**config.mk**
```make
export PLATFORM = sky130hd
export DESIGN_NAME = result_display
export DESIGN_NICKNAME = d
export VERILOG_FILES = /design/src/rtl/result_display.sv
export SDC_FILE = /design/constraint.sdc
export NUM_CORES = 1
export LEC_CHECK = 0
export BUFFER_PORTS_ARGS = -buffer_cell sky130_fd_sc_hd__buf_2
export CORE_ASPECT_RATIO = 0.6
export CORE_UTILIZATION = 60
export CTS_CLUSTER_DIAMETER = 120
export CTS_CLUSTER_SIZE = 20
export DETAILED_ROUTE_END_ITERATION = 10
export PLACE_DENSITY_LB_ADDON = 0.05
export SYNTH_ARGS = -nofsm -noshare
export SYNTH_HDL_FRONTEND = slang
export SYNTH_SLANG_ARGS = --single-unit
export TNS_END_PERCENT = 50
```
**constraint.sdc**
```tcl
create_clock -name clk -period 7.9 [get_ports clk]
set_input_delay 0.395 -clock clk [delete_from_list [all_inputs] [get_ports clk]]
set_output_delay 0.395 -clock clk [all_outputs]
set_load 0.02 [all_outputs]
```
**src/rtl/result_display.sv**
```systemverilog
// Collects the 12 engine results (PE, 2x2, 3x3 x four positions) and scans them onto one display bus while done is high.
// Optional cross-engine compare behind `RESULT_CHECK_EN`; without it mismatch is tied low.
module result_display #(
  parameter int WIDTH = 8,
  parameter int DWELL = 4
) (
  input  logic             clk,
  input  logic             rst,
  input  logic             clear,
  input  logic             done,
  input  logic             pe_c00,
  input  logic             pe_c01,
  input  logic             pe_c10,
  input  logic             pe_c11,
  input  logic             sa2x2_c00,
  input  logic             sa2x2_c01,
  input  logic             sa2x2_c10,
  input  logic             sa2x2_c11,
  input  logic             sa3x3_c00,
  input  logic             sa3x3_c01,
  input  logic             sa3x3_c10,
  input  logic             sa3x3_c11,
  input  logic [WIDTH-1:0] pe_out,
  input  logic [WIDTH-1:0] sa2x2_out,
  input  logic [WIDTH-1:0] sa3x3_out,
  output logic [WIDTH-1:0] display_output,
  output logic [3:0]       display_idx,
  output logic             display_valid,
  output logic             all_captured,
  output logic             mismatch
);

  localparam logic [7:0] LP_DWELL_LAST = 8'(DWELL - 1);

  typedef enum logic {CAPTURE = 1'b0, SCAN = 1'b1} state_t;

  state_t           r_state;
  state_t           w_state_nxt;
  logic [WIDTH-1:0] r_buf [12];
  logic [11:0]      r_bitmap;
  logic [7:0]       r_cnt;
  logic [11:0]      w_strobe;
  logic [WIDTH-1:0] w_wdat [12];

  // Slot order: engine-major, then position 00, 01, 10, 11.
  assign w_strobe = {sa3x3_c11, sa3x3_c10, sa3x3_c01, sa3x3_c00,
                     sa2x2_c11, sa2x2_c10, sa2x2_c01, sa2x2_c00,
                     pe_c11,    pe_c10,    pe_c01,    pe_c00};

  always_comb begin
    for (int i = 0; i < 12; i++) begin
      w_wdat[i] = (i < 4) ? pe_out : ((i < 8) ? sa2x2_out : sa3x3_out);
    end
  end

  always_ff @(posedge clk or posedge rst) begin
    if (rst) r_state <= CAPTURE;
    else     r_state <= w_state_nxt;
  end

  always_comb begin
    w_state_nxt = r_state;
    if (clear) begin
      w_state_nxt = CAPTURE;
    end else begin
      case (r_state)
        CAPTURE: if (done)  w_state_nxt = SCAN;
        SCAN:    if (!done) w_state_nxt = CAPTURE;
        default:            w_state_nxt = CAPTURE;
      endcase
    end
  end

  always_ff @(posedge clk or posedge rst) begin
    if (rst) begin
      for (int i = 0; i < 12; i++) r_buf[i] <= '0;
      r_bitmap       <= '0;
      r_cnt          <= '0;
      display_idx    <= '0;
      display_output <= '0;
      display_valid  <= 1'b0;
      all_captured   <= 1'b0;
    end else if (clear) begin
      for (int i = 0; i < 12; i++) r_buf[i] <= '0;
      r_bitmap       <= '0;
      r_cnt          <= '0;
      display_idx    <= '0;
      display_output <= '0;
      display_valid  <= 1'b0;
      all_captured   <= 1'b0;
    end else begin
      for (int i = 0; i < 12; i++) begin
        if (w_strobe[i]) r_buf[i] <= w_wdat[i];
      end
      r_bitmap      <= r_bitmap | w_strobe;
      all_captured  <= &r_bitmap;
      display_valid <= (w_state_nxt == SCAN);
      if (r_state == CAPTURE && done) begin
        display_idx <= '0;
        r_cnt       <= '0;
      end else if (r_state == SCAN && done) begin
        if (r_cnt == LP_DWELL_LAST) begin
          r_cnt       <= '0;
          display_idx <= (display_idx == 4'd11) ? 4'd0 : display_idx + 4'd1;
        end else begin
          r_cnt <= r_cnt + 8'd1;
        end
      end
      // Reads the pre-write buffer, so a capture on the shown slot lands one cycle later.
      if (r_state == SCAN) display_output <= r_buf[display_idx];
    end
  end

`ifdef RESULT_CHECK_EN
  logic w_diff;
  logic r_mismatch;

  always_comb begin
    w_diff = 1'b0;
    for (int p = 0; p < 4; p++) begin
      if (r_bitmap[p] && r_bitmap[p+4] && r_bitmap[p+8] &&
          !(r_buf[p] == r_buf[p+4] && r_buf[p] == r_buf[p+8])) begin
        w_diff = 1'b1;
      end
    end
  end

  always_ff @(posedge clk or posedge rst) begin
    if (rst)        r_mismatch <= 1'b0;
    else if (clear) r_mismatch <= 1'b0;
    else            r_mismatch <= (w_state_nxt == SCAN) && w_diff;
  end

  assign mismatch = r_mismatch;
`else
  assign mismatch = 1'b0;
`endif

endmodule

```
== Word level (Yosys, flattened, before mapping) ==
Index checks and enable logic that the tools add are counted.
Word-level totals
  flip-flop bits (word level): 131
  input bits: 40
  logic and storage cells: 78
  output and inout port bits: 15
Cells by class
  muxes and demuxes: 32
  add/sub/neg operators: 2
  order comparisons: 1
  reductions and logical operators: 19
  eq/ne operators: 2
  bitwise gates (word level): 3
Operators with widths (count)
  $mux 8: 20
  $mux 96: 1
  $bmux 8 s4: 1
  $reduce_bool 2->1: 13
  $mux 4: 5
  $mux 12: 1
  $or 12x12->12: 1
  $reduce_and 12->1: 1
  $add 8x1->8 const B: 1
  $eq 8x2->1 const B: 1
  $reduce_bool 3->1: 2
  $ge 5x5->1 const B: 1
  $not 4->5: 1
  $add 4x1->4 const B: 1
  $eq 4x4->1 const B: 1
  $mux 1: 4
  $logic_and 1x1->1: 2
  $reduce_and 2->1: 1
  $not 1->1: 1

== Logic depth before layout (Yosys ltp) ==
Gate-level depths: netlist (run 1).
  depth after elaboration: 6
  gate-level depth with buffers: 6
  mapped depth without buffers: 5

== Worst setup path before layout (run 1) ==
No wires, ideal clock.
  kind: register to register
  start point: register display_idx[0]
  end point: register display_output[1]
  buffers on the path: 2
  clock period less this slack: 1711 ps
  stages on the path, launching flop included: 6
  path slack: 6189 ps
  data arrival time: 1587 ps
  cell sequence: dfrtp_1 -> buf_6 -> buf_6 -> mux4_1 -> a22oi_1 -> nand2_1
On the way
  cells in the longest elaborated chain, start to end: 6
Ends and longest elaborated chain
  start, declared: line 27  | output logic [3:0] display_idx,
  start signal, assigned: line 104  | display_idx <= (display_idx == 4'd11) ? 4'd0 : display_idx + 4'd1;
  $not 4->5 (not written as such): line 110  | if (r_state == SCAN) display_output <= r_buf[display_idx];
  $bmux 8 s4: line 110
  $mux 8 (not written as such) (2 in a row): line 110
  $mux 8: line 110
  $mux 8: line 83  | end else if (clear) begin
  end signal, assigned: line 110
  end, declared: line 26  | output logic [WIDTH-1:0] display_output,
No other way between the ends. The select of a mux whose other input is x is not followed.
A chain may end at the register's enable or synchronous reset.

== Final worst setup path (run 1) ==
  start point: register display_idx[0]
  end point: register display_output[2]
Same word-level chain as after synthesis.

==> impl_metrics.prom, run 1 <==
# TYPE chip_impl_metric gauge
chip_impl_info{name="status",value="complete, no violations"} 1
chip_impl_info{name="hp-class",value="in -> async"} 1
chip_impl_metric{name="max_cap_viol_count",unit=""} 0
chip_impl_metric{name="cts_hold_buf",unit=""} 0
chip_impl_metric{name="ir_worst_vdd",unit="uV"} 165
chip_impl_metric{name="met3_length",unit="um"} 900
chip_impl_metric{name="design.core.area",unit="sq mm"} 0.00943
chip_impl_metric{name="placement.cell_area",unit="sq mm"} 0.00630
chip_impl_metric{name="cts_max_level",unit=""} 4
chip_impl_metric{name="routed_wl",unit="um"} 13500
chip_impl_metric{name="leakage",unit="nW"} 3.43
chip_impl_metric{name="routedLengthMet1",unit="um"} 6120
chip_impl_metric{name="cts.clk_slew.worst_paths",unit="ns"} 0.05
chip_impl_metric{name="cts_post_setup_buffers_inserted",unit=""} 0
chip_impl_metric{name="io_pins",unit=""} 55
chip_impl_metric{name="fin_nets",unit=""} 582
chip_impl_metric{name="timing.critical_path.required",unit="ns"} 8.20
chip_impl_metric{name="synth_top_area_share",unit="%"} 54.2
chip_impl_metric{name="cts.sinks",unit=""} 130
chip_impl_metric{name="timing.final.ws_setup",unit="ns"} 5.96
chip_impl_metric{name="finalSetupTns",unit="ns"} 0
chip_impl_metric{name="die-width",unit="um"} 131
chip_impl_metric{name="dp_hpwl",unit="um"} 8600
chip_impl_metric{name="rrSetupSlack",unit="ns"} 5.96
chip_impl_metric{name="drc",unit=""} 0
chip_impl_info{name="critPathSlowestCell",value="mux4_2"} 1
chip_impl_metric{name="power.net_switching",unit="mW"} 0.368
chip_impl_metric{name="finClkSkew",unit="ns"} 0.00859
chip_impl_metric{name="area_delta_synth_final",unit="%"} 14.9
chip_impl_metric{name="post_detailed_route_count_of_antenna_violating_nets",unit=""} 0
chip_impl_metric{name="grt_first_pass_wirelength",unit="um"} 21800
chip_impl_metric{name="timing.final.crit_period",unit="ns"} 1.94
chip_impl_metric{name="preCtsSetupSlack",unit="ns"} 5.73
chip_impl_metric{name="r2r_cells",unit=""} 4
chip_impl_info{name="tritoncts",value="done"} 1
chip_impl_metric{name="switching_share",unit="%"} 22.4
chip_impl_metric{name="global_route.usage.total",unit="%"} 29.3
chip_impl_metric{name="power_density",unit="mW/mm^2"} 238
chip_impl_metric{name="final_hold_viol_count",unit=""} 0
chip_impl_metric{name="route.vias.total",unit=""} 4049
chip_impl_metric{name="drt-wirelength-per-cell",unit="um"} 19.8
chip_impl_metric{name="synth_edf_count",unit=""} 0
chip_impl_metric{name="wl_met2",unit="um"} 6280
chip_impl_metric{name="setup-violations-final",unit=""} 0
chip_impl_info{name="synth.largest_area_cell",value="dfrtp_1"} 1
chip_impl_metric{name="seq_area_frac_synth",unit="%"} 54.2
chip_impl_info{name="critPathLaunchType",value="flip-flop"} 1
chip_impl_info{name="netlist_top_cells_area",value="dfrtp_1, mux2i_1, nor2_1"} 1
chip_impl_metric{name="worst_ep_arrival_time",unit="ns"} 2.24
chip_impl_metric{name="clk-insertion-delay-late",unit="ns"} 0.42
chip_impl_metric{name="postSynthCellCount",unit=""} 498
chip_impl_metric{name="crit_path_max_incr_delay",unit="ns"} 0.57
chip_impl_metric{name="critical_path.max_fanout",unit=""} 24
chip_impl_metric{name="syn_area_per_cell",unit="sq um"} 12.0
chip_impl_metric{name="worstMarginPinSlew",unit="ns"} 1.01
chip_impl_metric{name="post_synth_fa_ha_maj_area_fraction",unit="%"} 0.626
chip_impl_metric{name="maximum_number_of_pins_on_one_net_before_global_route_repair",unit=""} 90
chip_impl_metric{name="row_count",unit=""} 27
chip_impl_metric{name="synth.area.mux_share",unit="%"} 25.9
chip_impl_metric{name="grt-ovfl-total",unit=""} 0
chip_impl_metric{name="synthesis.yosys.warnings",unit=""} 0
chip_impl_info{name="top_ff_cell_synth",value="dfrtp_1"} 1
chip_impl_metric{name="cts_resized",unit=""} 0
chip_impl_metric{name="post_route_cells_drive_above_1_share",unit="%"} 19.1
chip_impl_metric{name="finalCritPeriodShare",unit="%"} 24.6
chip_impl_metric{name="layout.cell_area.non_filler",unit="sq mm"} 0.00690
chip_impl_metric{name="full_die_area",unit="sq mm"} 0.0104
chip_impl_metric{name="p_int",unit="mW"} 1.28
chip_impl_metric{name="die_height",unit="um"} 79.5
chip_impl_metric{name="postLayoutCoreUtil",unit="%"} 73.2
chip_impl_metric{name="combinationalPowerShare",unit="%"} 7.8
chip_impl_metric{name="cp.buffers_inverters",unit=""} 1
chip_impl_info{name="ctsRootBufferMaster",value="clkbuf_16"} 1
chip_impl_info{name="critical_path_class",value="reg -> reg"} 1
chip_impl_info{name="critical-path-top-delay-family",value="multiplexers"} 1
chip_impl_info{name="timing.rr.start",value="display_idx[0]"} 1
chip_impl_metric{name="synth_compound_gate_area_share",unit="%"} 3.32
chip_impl_metric{name="io_buffer_count",unit=""} 53
chip_impl_metric{name="area_share_of_and_or_nand_nor_cells_after_synthesis",unit="%"} 12.1
chip_impl_info{name="combinational_family_with_the_most_area_after_synthesis",value="multiplexers"} 1
chip_impl_metric{name="library_cells_used_by_synthesis",unit=""} 38
chip_impl_metric{name="drtPass1Iterations",unit=""} 5
chip_impl_metric{name="numCtsBuffers",unit=""} 17
chip_impl_metric{name="timing.max_slew.rel_slack",unit="%"} 32.4
chip_impl_metric{name="syn_nets",unit=""} 541
chip_impl_metric{name="synth.cell_area",unit="sq mm"} 0.00600
chip_impl_info{name="rsz0062_at_grt",value="false"} 1
chip_impl_info{name="kind_of_end_point_of_the_critical_path",value="flip-flop"} 1
chip_impl_info{name="rr_endpoint",value="display_output[2]"} 1
chip_impl_metric{name="timing.final.max_slew_violations",unit=""} 0
chip_impl_metric{name="initial_antenna_violation_count",unit=""} 0
chip_impl_metric{name="num_antenna_cells",unit=""} 0
chip_impl_metric{name="finalWeightedCongestion",unit=""} 0.766
chip_impl_metric{name="floorplan.initialDensity",unit="%"} 63.7
chip_impl_metric{name="sequentialPowerShare",unit="%"} 43.9
chip_impl_metric{name="synth_async_sr_flop_share",unit="%"} 100
chip_impl_metric{name="cts-root-to-sink-buffers",unit=""} 2
chip_impl_metric{name="maxClockFrequency",unit="MHz"} 514
chip_impl_metric{name="vias_per_cell",unit=""} 5.95
chip_impl_metric{name="power_frac_clock",unit="%"} 48.4
chip_impl_info{name="worstPathCellList",value="buf_4 -> mux4_2 -> a22oi_1 -> nand2_1"} 1
chip_impl_info{name="top_signal_layer_used",value="met4"} 1
chip_impl_metric{name="synth-seq-cells",unit=""} 130
chip_impl_metric{name="detailedRoute.firstIterationViolations",unit=""} 312
chip_impl_metric{name="finalPower",unit="mW"} 1.64
chip_impl_metric{name="synth-xor-area-share",unit="%"} 0.876
chip_impl_metric{name="first_global_vias",unit=""} 4082
-- flip-flops by register name (all words and copies together) (netlist names) --
name	cells
all_captured	1
display_valid	1
display_idx	4
r_buf	96
display_output	8
r_cnt	8
r_bitmap	12
-- stage by stage --
step           hold slack, ns  std cells
3_3_place_gp            0.475        650
5_1_grt                 0.241        680
3_5_place_dp            0.484        650
6_report                0.142        680
2_1_floorplan           0.460        498
4_1_cts                 0.193        680
-- logic make-up after synthesis --
group                    count (synthesis)
adder cells (fa/ha/maj)                  3
XOR/XNOR                                 6
buffers and inverters                   39
AND/OR/NAND/NOR                        170
flip-flops                             130
multiplexers                           122
other                                    1
AO/OA/AOI/OAI                           27
-- cells in the final DEF (no fill, tap or decap), types with 2 or more instances in the layout --
| cell | count |
|---|---|
| o21ai_0 | 2 |
| buf_4 | 5 |
| clkinv_2 | 2 |
| clkbuf_8 | 4 |
| a21oi_1 | 3 |
| a22oi_1 | 15 |
| buf_2 | 52 |
| nand2b_1 | 3 |
| nand2_1 | 16 |
| xor2_1 | 3 |
| xnor2_1 | 3 |
| nor2_1 | 130 |
| inv_1 | 3 |
| clkbuf_1 | 4 |
| o211ai_1 | 2 |
| mux4_1 | 8 |
| nor3_1 | 4 |
| clkbuf_16 | 17 |
| nand4b_1 | 2 |
| mux2i_1 | 98 |
| ha_1 | 3 |
| bufinv_16 | 3 |
| nand4_1 | 2 |
| nand3_1 | 3 |
| o2111ai_1 | 2 |
| mux4_2 | 16 |
| dfrtp_1 | 130 |
-- power groups by stage --
stage | logic, mW | registers, mW | clock network, mW
CTS | 0.129 | 0.721 | 0.805
global route | 0.142 | 0.724 | 0.834
global placement | 0.123 | 0.731 | 0
floorplan | 0.0904 | 0.725 | 0
finish | 0.128 | 0.721 | 0.795
detailed placement | 0.127 | 0.731 | 0
-- how the worst max path moves through the flow --
| stage | startpoint | to | slack (ns) | cells past startpoint |
|---|---|---|---|---|
| 6_report | display_idx[0] | display_output[2] | 5.96 | 4 |
| 5_1_grt | display_valid | display_output[2] | 5.85 | 4 |
| 4_1_cts | display_idx[0] | display_output[3] | 5.93 | 4 |
| 3_5_place_dp | clear | display_output[2] | 5.73 | 5 |
| 3_3_place_gp | clear | display_output[2] | 5.76 | 5 |
| 2_1_floorplan | rst | all_captured | 4.04 | 1 |
-- synthesized netlist by cell type (2+ instances only) --
| cell | count |
|---|---|
| nand2b_1 | 3 |
| buf_2 | 4 |
| mux2i_1 | 98 |
| nand2_1 | 16 |
| buf_4 | 3 |
| nand3_1 | 3 |
| xor2_1 | 3 |
| inv_1 | 4 |
| o21ai_0 | 2 |
| nand4b_1 | 2 |
| ha_1 | 3 |
| nor2_1 | 130 |
| mux4_1 | 8 |
| nor3_1 | 4 |
| a21oi_1 | 3 |
| o211ai_1 | 2 |
| nand4_1 | 2 |
| mux4_2 | 16 |
| o2111ai_1 | 2 |
| clkbuf_1 | 26 |
| a22oi_1 | 15 |
| buf_6 | 2 |
| dfrtp_1 | 130 |
| xnor2_1 | 3 |
-- layer usage --
metal	global-route usage [%]	up-vias
li1	-	1825
met1	41.3	2070
met2	44.3	136
met3	7.91	18
met4	10.2	0
met5	0	-
-- cell type report --
cell class | count | area [sq um]
sequential | 130 | 3250
multi-input combinational | 329 | 2570
fill | 663 | 2530
clock buffer | 25 | 495
timing repair buffer | 57 | 298
tap | 130 | 163
clock inverter | 5 | 100
inverter | 4 | 17.5
-- worst reg2reg max path: cells and delay by family (launching register included) --
family                 cells  cell delay (ns)
AND/OR/NAND/NOR            1             0.08
AO/OA/AOI/OAI              1             0.29
multiplexers               1             0.58
buffers and inverters      1             0.45
flip-flops                 1             0.43
Note: power is estimated with default switching activity, not from simulation.
==> run 2: changes to the inputs <==
--- a/config.mk
+++ b/config.mk
@@ -7,7 +7,7 @@
 export LEC_CHECK = 0
 export BUFFER_PORTS_ARGS = -buffer_cell sky130_fd_sc_hd__buf_2
 export CORE_ASPECT_RATIO = 0.6
-export CORE_UTILIZATION = 60
+export CORE_UTILIZATION = 59
 export CTS_CLUSTER_DIAMETER = 120
 export CTS_CLUSTER_SIZE = 20
 export DETAILED_ROUTE_END_ITERATION = 10
==> constraint.sdc (replaced) <==
create_clock -name clk -period 1.8 [get_ports clk]
set_input_delay 0.09 -clock clk [delete_from_list [all_inputs] [get_ports clk]]
set_output_delay 0.09 -clock clk [all_outputs]
set_load 0.02 [all_outputs]
==> run 2 against run 1 <==
- combinational power rose to 5.0 times the previous value
- hold slack got worse by 0.11 ns
- via count rose by 3.0%
- clock-buffer cell count down 7
- sequential share of layout area fell by 3.3 points
- non-clock buffer count up 36
- first-iteration DRC count increased by 3.5%
- die area increased by 1.7%
- critical path depth is 1 higher
- utilization grew 1.9 points
==> impl_metrics.prom, run 2 (synthesized netlist as in run 1, its figures left out) <==
# TYPE chip_impl_metric gauge
chip_impl_info{name="status",value="complete, no violations"} 1
chip_impl_info{name="top_regs",value="r_buf: 96 flops, r_bitmap: 12 flops"} 1
chip_impl_info{name="critical-path-top-delay-family",value="simple AND/OR/NAND/NOR gates"} 1
chip_impl_metric{name="routedLengthMet1",unit="um"} 6470
chip_impl_metric{name="layout.cell_area.non_filler",unit="sq mm"} 0.00742
chip_impl_metric{name="ir_worst_vdd",unit="uV"} 757
chip_impl_metric{name="crit_path_max_incr_delay",unit="ns"} 0.55
chip_impl_metric{name="fin_nets",unit=""} 618
chip_impl_metric{name="grt-ovfl-total",unit=""} 0
chip_impl_metric{name="die-width",unit="um"} 132
chip_impl_metric{name="placement.cell_area",unit="sq mm"} 0.00646
chip_impl_metric{name="met3_length",unit="um"} 799
chip_impl_metric{name="p_int",unit="mW"} 6.12
chip_impl_metric{name="floorplan.initialDensity",unit="%"} 60.7
chip_impl_info{name="kind_of_end_point_of_the_critical_path",value="flip-flop"} 1
chip_impl_metric{name="power_density",unit="mW/mm^2"} 1060
chip_impl_metric{name="finalCritPeriodShare",unit="%"} 92.8
chip_impl_metric{name="cts.sinks",unit=""} 130
chip_impl_metric{name="numCtsBuffers",unit=""} 17
chip_impl_metric{name="timing.final.ws_setup",unit="ns"} 0.129
chip_impl_metric{name="timing.max_slew.rel_slack",unit="%"} 61.0
chip_impl_info{name="most_flops_register",value="r_buf"} 1
chip_impl_metric{name="placed_cell_count",unit=""} 666
chip_impl_metric{name="full_die_area",unit="sq mm"} 0.0106
chip_impl_metric{name="power.net_switching",unit="mW"} 1.71
chip_impl_metric{name="detailedRoute.firstIterationViolations",unit=""} 323
chip_impl_metric{name="finalSetupTns",unit="ns"} 0
chip_impl_metric{name="drt-wirelength-per-cell",unit="um"} 19.0
chip_impl_info{name="ctsRootBufferMaster",value="clkbuf_16"} 1
chip_impl_metric{name="finalHoldWorstSlack",unit="ns"} 0.0343
chip_impl_metric{name="cts-root-to-sink-buffers",unit=""} 2
chip_impl_metric{name="dp_hpwl",unit="um"} 8840
chip_impl_metric{name="critical_path.max_fanout",unit=""} 8
chip_impl_metric{name="initial_antenna_violation_count",unit=""} 0
chip_impl_metric{name="rrSetupSlack",unit="ns"} 0.13
chip_impl_metric{name="num_antenna_cells",unit=""} 0
chip_impl_metric{name="sequentialPowerShare",unit="%"} 40.3
chip_impl_metric{name="area_delta_synth_final",unit="%"} 23.6
chip_impl_metric{name="row_count",unit=""} 28
chip_impl_metric{name="io_pins",unit=""} 55
chip_impl_metric{name="drc",unit=""} 0
chip_impl_info{name="hp-class",value="in -> reg"} 1
chip_impl_metric{name="route.vias.total",unit=""} 4171
chip_impl_metric{name="finalWeightedCongestion",unit=""} 0.798
chip_impl_metric{name="setup-violations-final",unit=""} 0
chip_impl_metric{name="final_hold_viol_count",unit=""} 0
chip_impl_metric{name="combinationalPowerShare",unit="%"} 8.1
chip_impl_info{name="tritoncts",value="done"} 1
chip_impl_metric{name="maximum_number_of_pins_on_one_net_before_global_route_repair",unit=""} 120
chip_impl_metric{name="fin_cells",unit=""} 723
chip_impl_metric{name="clk-insertion-delay-late",unit="ns"} 0.41
chip_impl_metric{name="timing.final.max_slew_violations",unit=""} 0
chip_impl_metric{name="multiInputGateArea",unit="sq mm"} 0.00257
chip_impl_metric{name="wl_met2",unit="um"} 6400
chip_impl_metric{name="timing.final.crit_period",unit="ns"} 1.67
chip_impl_info{name="critical_path_class",value="reg -> reg"} 1
chip_impl_metric{name="cts.clk_slew.worst_paths",unit="ns"} 0.06
chip_impl_metric{name="cp.buffers_inverters",unit=""} 0
chip_impl_info{name="mostFrequentLayoutCells",value="nor2_1, dfrtp_1, mux2i_1, buf_2, dlygate4sd3_1"} 1
chip_impl_metric{name="io_buffer_count",unit=""} 53
chip_impl_info{name="rsz0062_at_grt",value="false"} 1
chip_impl_metric{name="max_cap_viol_count",unit=""} 0
chip_impl_metric{name="post_detailed_route_count_of_antenna_violating_nets",unit=""} 0
chip_impl_info{name="critPathLaunchType",value="flip-flop"} 1
chip_impl_metric{name="post_route_cells_drive_above_1_share",unit="%"} 20.9
chip_impl_metric{name="preCtsSetupSlack",unit="ns"} 0.107
chip_impl_metric{name="design.core.area",unit="sq mm"} 0.00988
chip_impl_metric{name="finClkSkew",unit="ns"} 0.00929
chip_impl_metric{name="leakage",unit="nW"} 3.66
chip_impl_metric{name="routed_wl",unit="um"} 13800
chip_impl_metric{name="cts_max_level",unit=""} 4
chip_impl_metric{name="worst_ep_arrival_time",unit="ns"} 2.01
chip_impl_metric{name="first_global_vias",unit=""} 4273
chip_impl_metric{name="maxClockFrequency",unit="MHz"} 598
chip_impl_info{name="worstPathCellList",value="ha_1 -> nor4b_4 -> nand2_2 -> or4_1 -> nand3_1"} 1
chip_impl_metric{name="largest_register_ff_count",unit=""} 96
chip_impl_metric{name="vias_per_cell",unit=""} 5.77
chip_impl_metric{name="grt_first_pass_wirelength",unit="um"} 22400
chip_impl_metric{name="die_height",unit="um"} 80.1
chip_impl_metric{name="switching_share",unit="%"} 21.9
chip_impl_info{name="top_signal_layer_used",value="met4"} 1
chip_impl_metric{name="drtPass1Iterations",unit=""} 5
chip_impl_metric{name="worstMarginPinSlew",unit="ns"} 0.582
chip_impl_info{name="critPathSlowestCell",value="or4_1"} 1
chip_impl_metric{name="seqCellArea",unit="sq mm"} 0.00325
chip_impl_metric{name="finalPower",unit="mW"} 7.84
chip_impl_metric{name="timing.critical_path.required",unit="ns"} 2.14
chip_impl_metric{name="final.fill_count",unit=""} 661
chip_impl_metric{name="global_route.usage.total",unit="%"} 28.4
chip_impl_metric{name="power_frac_clock",unit="%"} 51.6
chip_impl_metric{name="postLayoutCoreUtil",unit="%"} 75.1
run 2: cell count changes in the layout (fill, tap and decap cells not counted), moves of 2 or more:
| cell | before | now |
|---|---|---|
| clkinv_4 | 0 | 3 |
| clkinvlp_4 | 0 | 2 |
| buf_12 | 0 | 6 |
| buf_4 | 5 | 10 |
| clkbuf_1 | 4 | 0 |
| bufinv_16 | 3 | 7 |
| dlygate4sd3_1 | 0 | 25 |
| clkbuf_8 | 4 | 1 |
run 2: per-layer routing:
layer	up-vias	GRT usage, %
met3	10	6.06
met4	0	8.51
met2	127	44.2
met1	2138	40.7
li1	1896	-
met5	-	0
run 2: final cells by class:
type / instances / area share (%)
clock buffers: 18 / 5.92
clock inverters: 14 / 3.49
inverters: 4 / 0.253
multi-input cells: 329 / 34.7
flip-flops and latches: 130 / 43.9
well taps: 135 / 2.28
repair buffers: 93 / 9.51
run 2: path summary, 6_finish.rpt:
| path | start | cells past startpoint | to |
|---|---|---|---|
| hold reg to reg | r_bitmap[7] | 2 | r_bitmap[7] |
| setup / recovery | r_cnt[0] | 5 | display_idx[3] |
| setup reg to reg | r_cnt[0] | 5 | display_idx[3] |
| hold / removal | done | 2 | display_valid |
| min in group asynchronous | rst | 3 | r_buf[70] |
| max in group asynchronous | rst | 4 | r_cnt[1] |
run 2: power by group through the flow:
stage	Sequential [mW]	Clock [mW]	Combinational, mW
2_1_floorplan	3.18	0	0.397
3_3_place_gp	3.20	0	0.572
3_5_place_dp	3.20	0	0.591
4_1_cts	3.16	4.09	0.641
5_1_grt	3.17	4.21	0.701
6_report	3.16	4.04	0.635
run 2: repair_timing:
action                                  in CTS  in global routing
hold buffers                                25                  0
resized for setup                            0                  1
buffers inserted                             0                  0
endpoints found under the hold margin       88                  0
endpoints found under the setup margin       0                  3
==> run 3: changes to the inputs <==
--- a/config.mk
+++ b/config.mk
@@ -5,7 +5,7 @@
 export SDC_FILE = /design/constraint.sdc
 export NUM_CORES = 1
 export LEC_CHECK = 0
-export BUFFER_PORTS_ARGS = -buffer_cell sky130_fd_sc_hd__buf_2
+export BUFFER_PORTS_ARGS = -buffer_cell sky130_fd_sc_hd__buf_4
 export CORE_ASPECT_RATIO = 0.6
 export CORE_UTILIZATION = 59
 export CTS_CLUSTER_DIAMETER = 120
==> run 3 against run 2 <==
- sequential cell count unchanged
- clock skew is 0.0029 ns lower
- critical path type unchanged
- fmax increased by 0.93%
- hold slack lost 0.012 ns
==> impl_metrics.prom, run 3 (synthesized netlist as in run 1, its figures left out) <==
# TYPE chip_impl_metric gauge
chip_impl_metric{name="timing.max_slew.rel_slack",unit="%"} 54.4
chip_impl_metric{name="io_buffer_count",unit=""} 53
chip_impl_metric{name="cts_post_setup_buffers_inserted",unit=""} 0
chip_impl_info{name="critPathLaunchType",value="flip-flop"} 1
chip_impl_metric{name="placed_cell_count",unit=""} 663
chip_impl_metric{name="die-width",unit="um"} 132
chip_impl_metric{name="final_hold_viol_count",unit=""} 0
chip_impl_metric{name="cp.buffers_inverters",unit=""} 1
chip_impl_info{name="critPathSlowestCell",value="mux4_1"} 1
chip_impl_info{name="hp-class",value="in -> reg"} 1
chip_impl_metric{name="crit_path_max_incr_delay",unit="ns"} 0.60
chip_impl_metric{name="detailedRoute.firstIterationViolations",unit=""} 305
chip_impl_info{name="top_regs",value="r_buf: 96 flops, r_bitmap: 12 flops"} 1
chip_impl_metric{name="area_delta_synth_final",unit="%"} 22.5
chip_impl_metric{name="grt-ovfl-total",unit=""} 0
chip_impl_metric{name="r2r_cells",unit=""} 4
chip_impl_metric{name="layout.cell_area.non_filler",unit="sq mm"} 0.00735
chip_impl_metric{name="route.vias.total",unit=""} 4119
chip_impl_info{name="mostFrequentLayoutCells",value="nor2_1, dfrtp_1, mux2i_1, buf_4, dlygate4sd3_1"} 1
chip_impl_metric{name="worst_ep_arrival_time",unit="ns"} 1.94
chip_impl_metric{name="numCtsBuffers",unit=""} 17
chip_impl_metric{name="cts.sinks",unit=""} 130
chip_impl_metric{name="design.core.area",unit="sq mm"} 0.00988
chip_impl_metric{name="finalSetupTns",unit="ns"} 0
chip_impl_metric{name="worstMarginPinSlew",unit="ns"} 0.683
chip_impl_metric{name="post_route_cells_drive_above_1_share",unit="%"} 19.6
chip_impl_info{name="worstPathCellList",value="buf_12 -> mux4_1 -> a22oi_1 -> nand2_1"} 1
chip_impl_metric{name="die_height",unit="um"} 80.1
chip_impl_metric{name="grt_first_pass_wirelength",unit="um"} 22300
chip_impl_metric{name="clk-insertion-delay-late",unit="ns"} 0.41
chip_impl_metric{name="floorplan.initialDensity",unit="%"} 60.7
chip_impl_metric{name="initial_antenna_violation_count",unit=""} 0
chip_impl_info{name="status",value="complete, no violations"} 1
chip_impl_metric{name="power_density",unit="mW/mm^2"} 959
chip_impl_metric{name="sequentialPowerShare",unit="%"} 44.8
chip_impl_metric{name="p_int",unit="mW"} 5.45
chip_impl_metric{name="full_die_area",unit="sq mm"} 0.0106
chip_impl_metric{name="fin_cells",unit=""} 717
chip_impl_info{name="critical-path-top-delay-family",value="multiplexers"} 1
chip_impl_metric{name="finClkSkew",unit="ns"} 0.00639
chip_impl_metric{name="global_route.usage.total",unit="%"} 28.5
chip_impl_metric{name="rrSetupSlack",unit="ns"} 0.14
chip_impl_metric{name="finalWeightedCongestion",unit=""} 0.752
chip_impl_metric{name="finalCritPeriodShare",unit="%"} 92.0
chip_impl_info{name="timing.rr.start",value="display_idx[0]"} 1
chip_impl_metric{name="maxClockFrequency",unit="MHz"} 604
chip_impl_metric{name="finalHoldWorstSlack",unit="ns"} 0.0220
chip_impl_metric{name="vias_per_cell",unit=""} 5.74
chip_impl_metric{name="row_count",unit=""} 28
chip_impl_metric{name="fin_nets",unit=""} 615
chip_impl_metric{name="cts-root-to-sink-buffers",unit=""} 2
chip_impl_metric{name="post_detailed_route_count_of_antenna_violating_nets",unit=""} 0
chip_impl_info{name="kind_of_end_point_of_the_critical_path",value="flip-flop"} 1
chip_impl_metric{name="min_path_cells",unit=""} 3
chip_impl_metric{name="timing.final.crit_period",unit="ns"} 1.66
chip_impl_metric{name="first_global_vias",unit=""} 4191
chip_impl_metric{name="switching_share",unit="%"} 22.8
chip_impl_info{name="rr_endpoint",value="display_output[3]"} 1
chip_impl_info{name="min-delay-start",value="done"} 1
chip_impl_metric{name="dp_hpwl",unit="um"} 8780
chip_impl_metric{name="cts.clk_slew.worst_paths",unit="ns"} 0.05
chip_impl_metric{name="max_cap_viol_count",unit=""} 0
chip_impl_metric{name="io_pins",unit=""} 55
chip_impl_metric{name="combinationalPowerShare",unit="%"} 9.2
chip_impl_metric{name="placement.cell_area",unit="sq mm"} 0.00655
chip_impl_metric{name="cts_max_level",unit=""} 4
chip_impl_info{name="most_flops_register",value="r_buf"} 1
chip_impl_metric{name="routed_wl",unit="um"} 13800
chip_impl_metric{name="preCtsSetupSlack",unit="ns"} 0.0921
chip_impl_metric{name="drtPass1Iterations",unit=""} 5
chip_impl_info{name="critical_path_class",value="reg -> reg"} 1
chip_impl_metric{name="drt-wirelength-per-cell",unit="um"} 19.3
chip_impl_metric{name="ir_worst_vdd",unit="uV"} 711
chip_impl_metric{name="setup-violations-final",unit=""} 0
chip_impl_metric{name="timing.critical_path.required",unit="ns"} 2.09
chip_impl_metric{name="timing.final.ws_setup",unit="ns"} 0.144
chip_impl_metric{name="power.net_switching",unit="mW"} 1.61
chip_impl_metric{name="critical_path.max_fanout",unit=""} 18
chip_impl_metric{name="largest_register_ff_count",unit=""} 96
chip_impl_info{name="capture_endpoint_of_the_worst_hold_path",value="r_cnt[0]"} 1
chip_impl_info{name="rsz0062_at_grt",value="false"} 1
chip_impl_metric{name="power_frac_clock",unit="%"} 45.9
chip_impl_metric{name="num_antenna_cells",unit=""} 0
chip_impl_metric{name="maximum_number_of_pins_on_one_net_before_global_route_repair",unit=""} 131
chip_impl_metric{name="timing.final.max_slew_violations",unit=""} 0
chip_impl_info{name="tritoncts",value="done"} 1
chip_impl_info{name="ctsRootBufferMaster",value="clkbuf_16"} 1
chip_impl_metric{name="drc",unit=""} 0
chip_impl_metric{name="leakage",unit="nW"} 3.60
==> run 3: changes by cell type in the layout (fill, tap and decap cells not counted), sizes merged <==
cell	before	now
clkinvlp	2	1
buf	68	65
clkinv	6	5
clkbuf	18	22
bufinv	7	2
==> run 3: repair_timing <==
item | in CTS | in global routing
endpoints found under the setup margin | 0 | 7
endpoints found under the hold margin | 222 | 0
gates resized for setup | 0 | 1
hold buffers | 25 | 0
==> run 3: how the worst max path moves through the flow <==
stage                   start                end  slack (ns)  cells after the start
2_1_floorplan  display_idx[0]  display_output[1]        0.09                      5
3_3_place_gp   display_idx[0]  display_output[3]        0.16                      4
3_5_place_dp   display_idx[3]  display_output[3]        0.09                      3
4_1_cts        display_idx[3]  display_output[3]        0.09                      3
5_1_grt              r_cnt[0]     display_idx[3]        0.03                      5
6_report       display_idx[0]  display_output[3]        0.14                      4
==> run 3: through the flow <==
step	utilization [%]	total power [mW]
after CTS	74.4	7.11
after global placement	66.3	3.79
after floorplan	-	3.58
after global routing	74.4	7.32
final	74.4	7.05
after detailed placement	66.3	3.81
==> run 3: cell type report <==
type / count / area, sq um
flip-flops and latches: 130 / 3250
repair buffers: 90 / 788
inverters: 4 / 18.8
clock buffers: 22 / 464
well taps: 135 / 169
multi-input cells: 329 / 2570
clock inverters: 7 / 85.1
fillers: 686 / 2530
==> run 3: power groups by stage <==
stage                     registers [mW]  logic (mW)  clock network, mW
after global placement              3.20       0.590                  0
after CTS                           3.16       0.659               3.30
final                               3.16       0.652               3.24
after detailed placement            3.20       0.612                  0
after floorplan                     3.18       0.397                  0
after global routing                3.17       0.717               3.43
==> run 3: tightest hold or removal path: stages <==
cell and delay (ns):
buf_4 0.15, nand4b_1 0.10, nand2_1 0.05
==> run 3: layer usage <==
metal / up-vias / track usage (%) / wire, um
li1: 1893 / - / -
met1: 2087 / 41.1 / 6670
met2: 121 / 43.5 / 6400
met3: 18 / 5.62 / 628
met4: 0 / 10.2 / 138
met5: - / 0 / 0
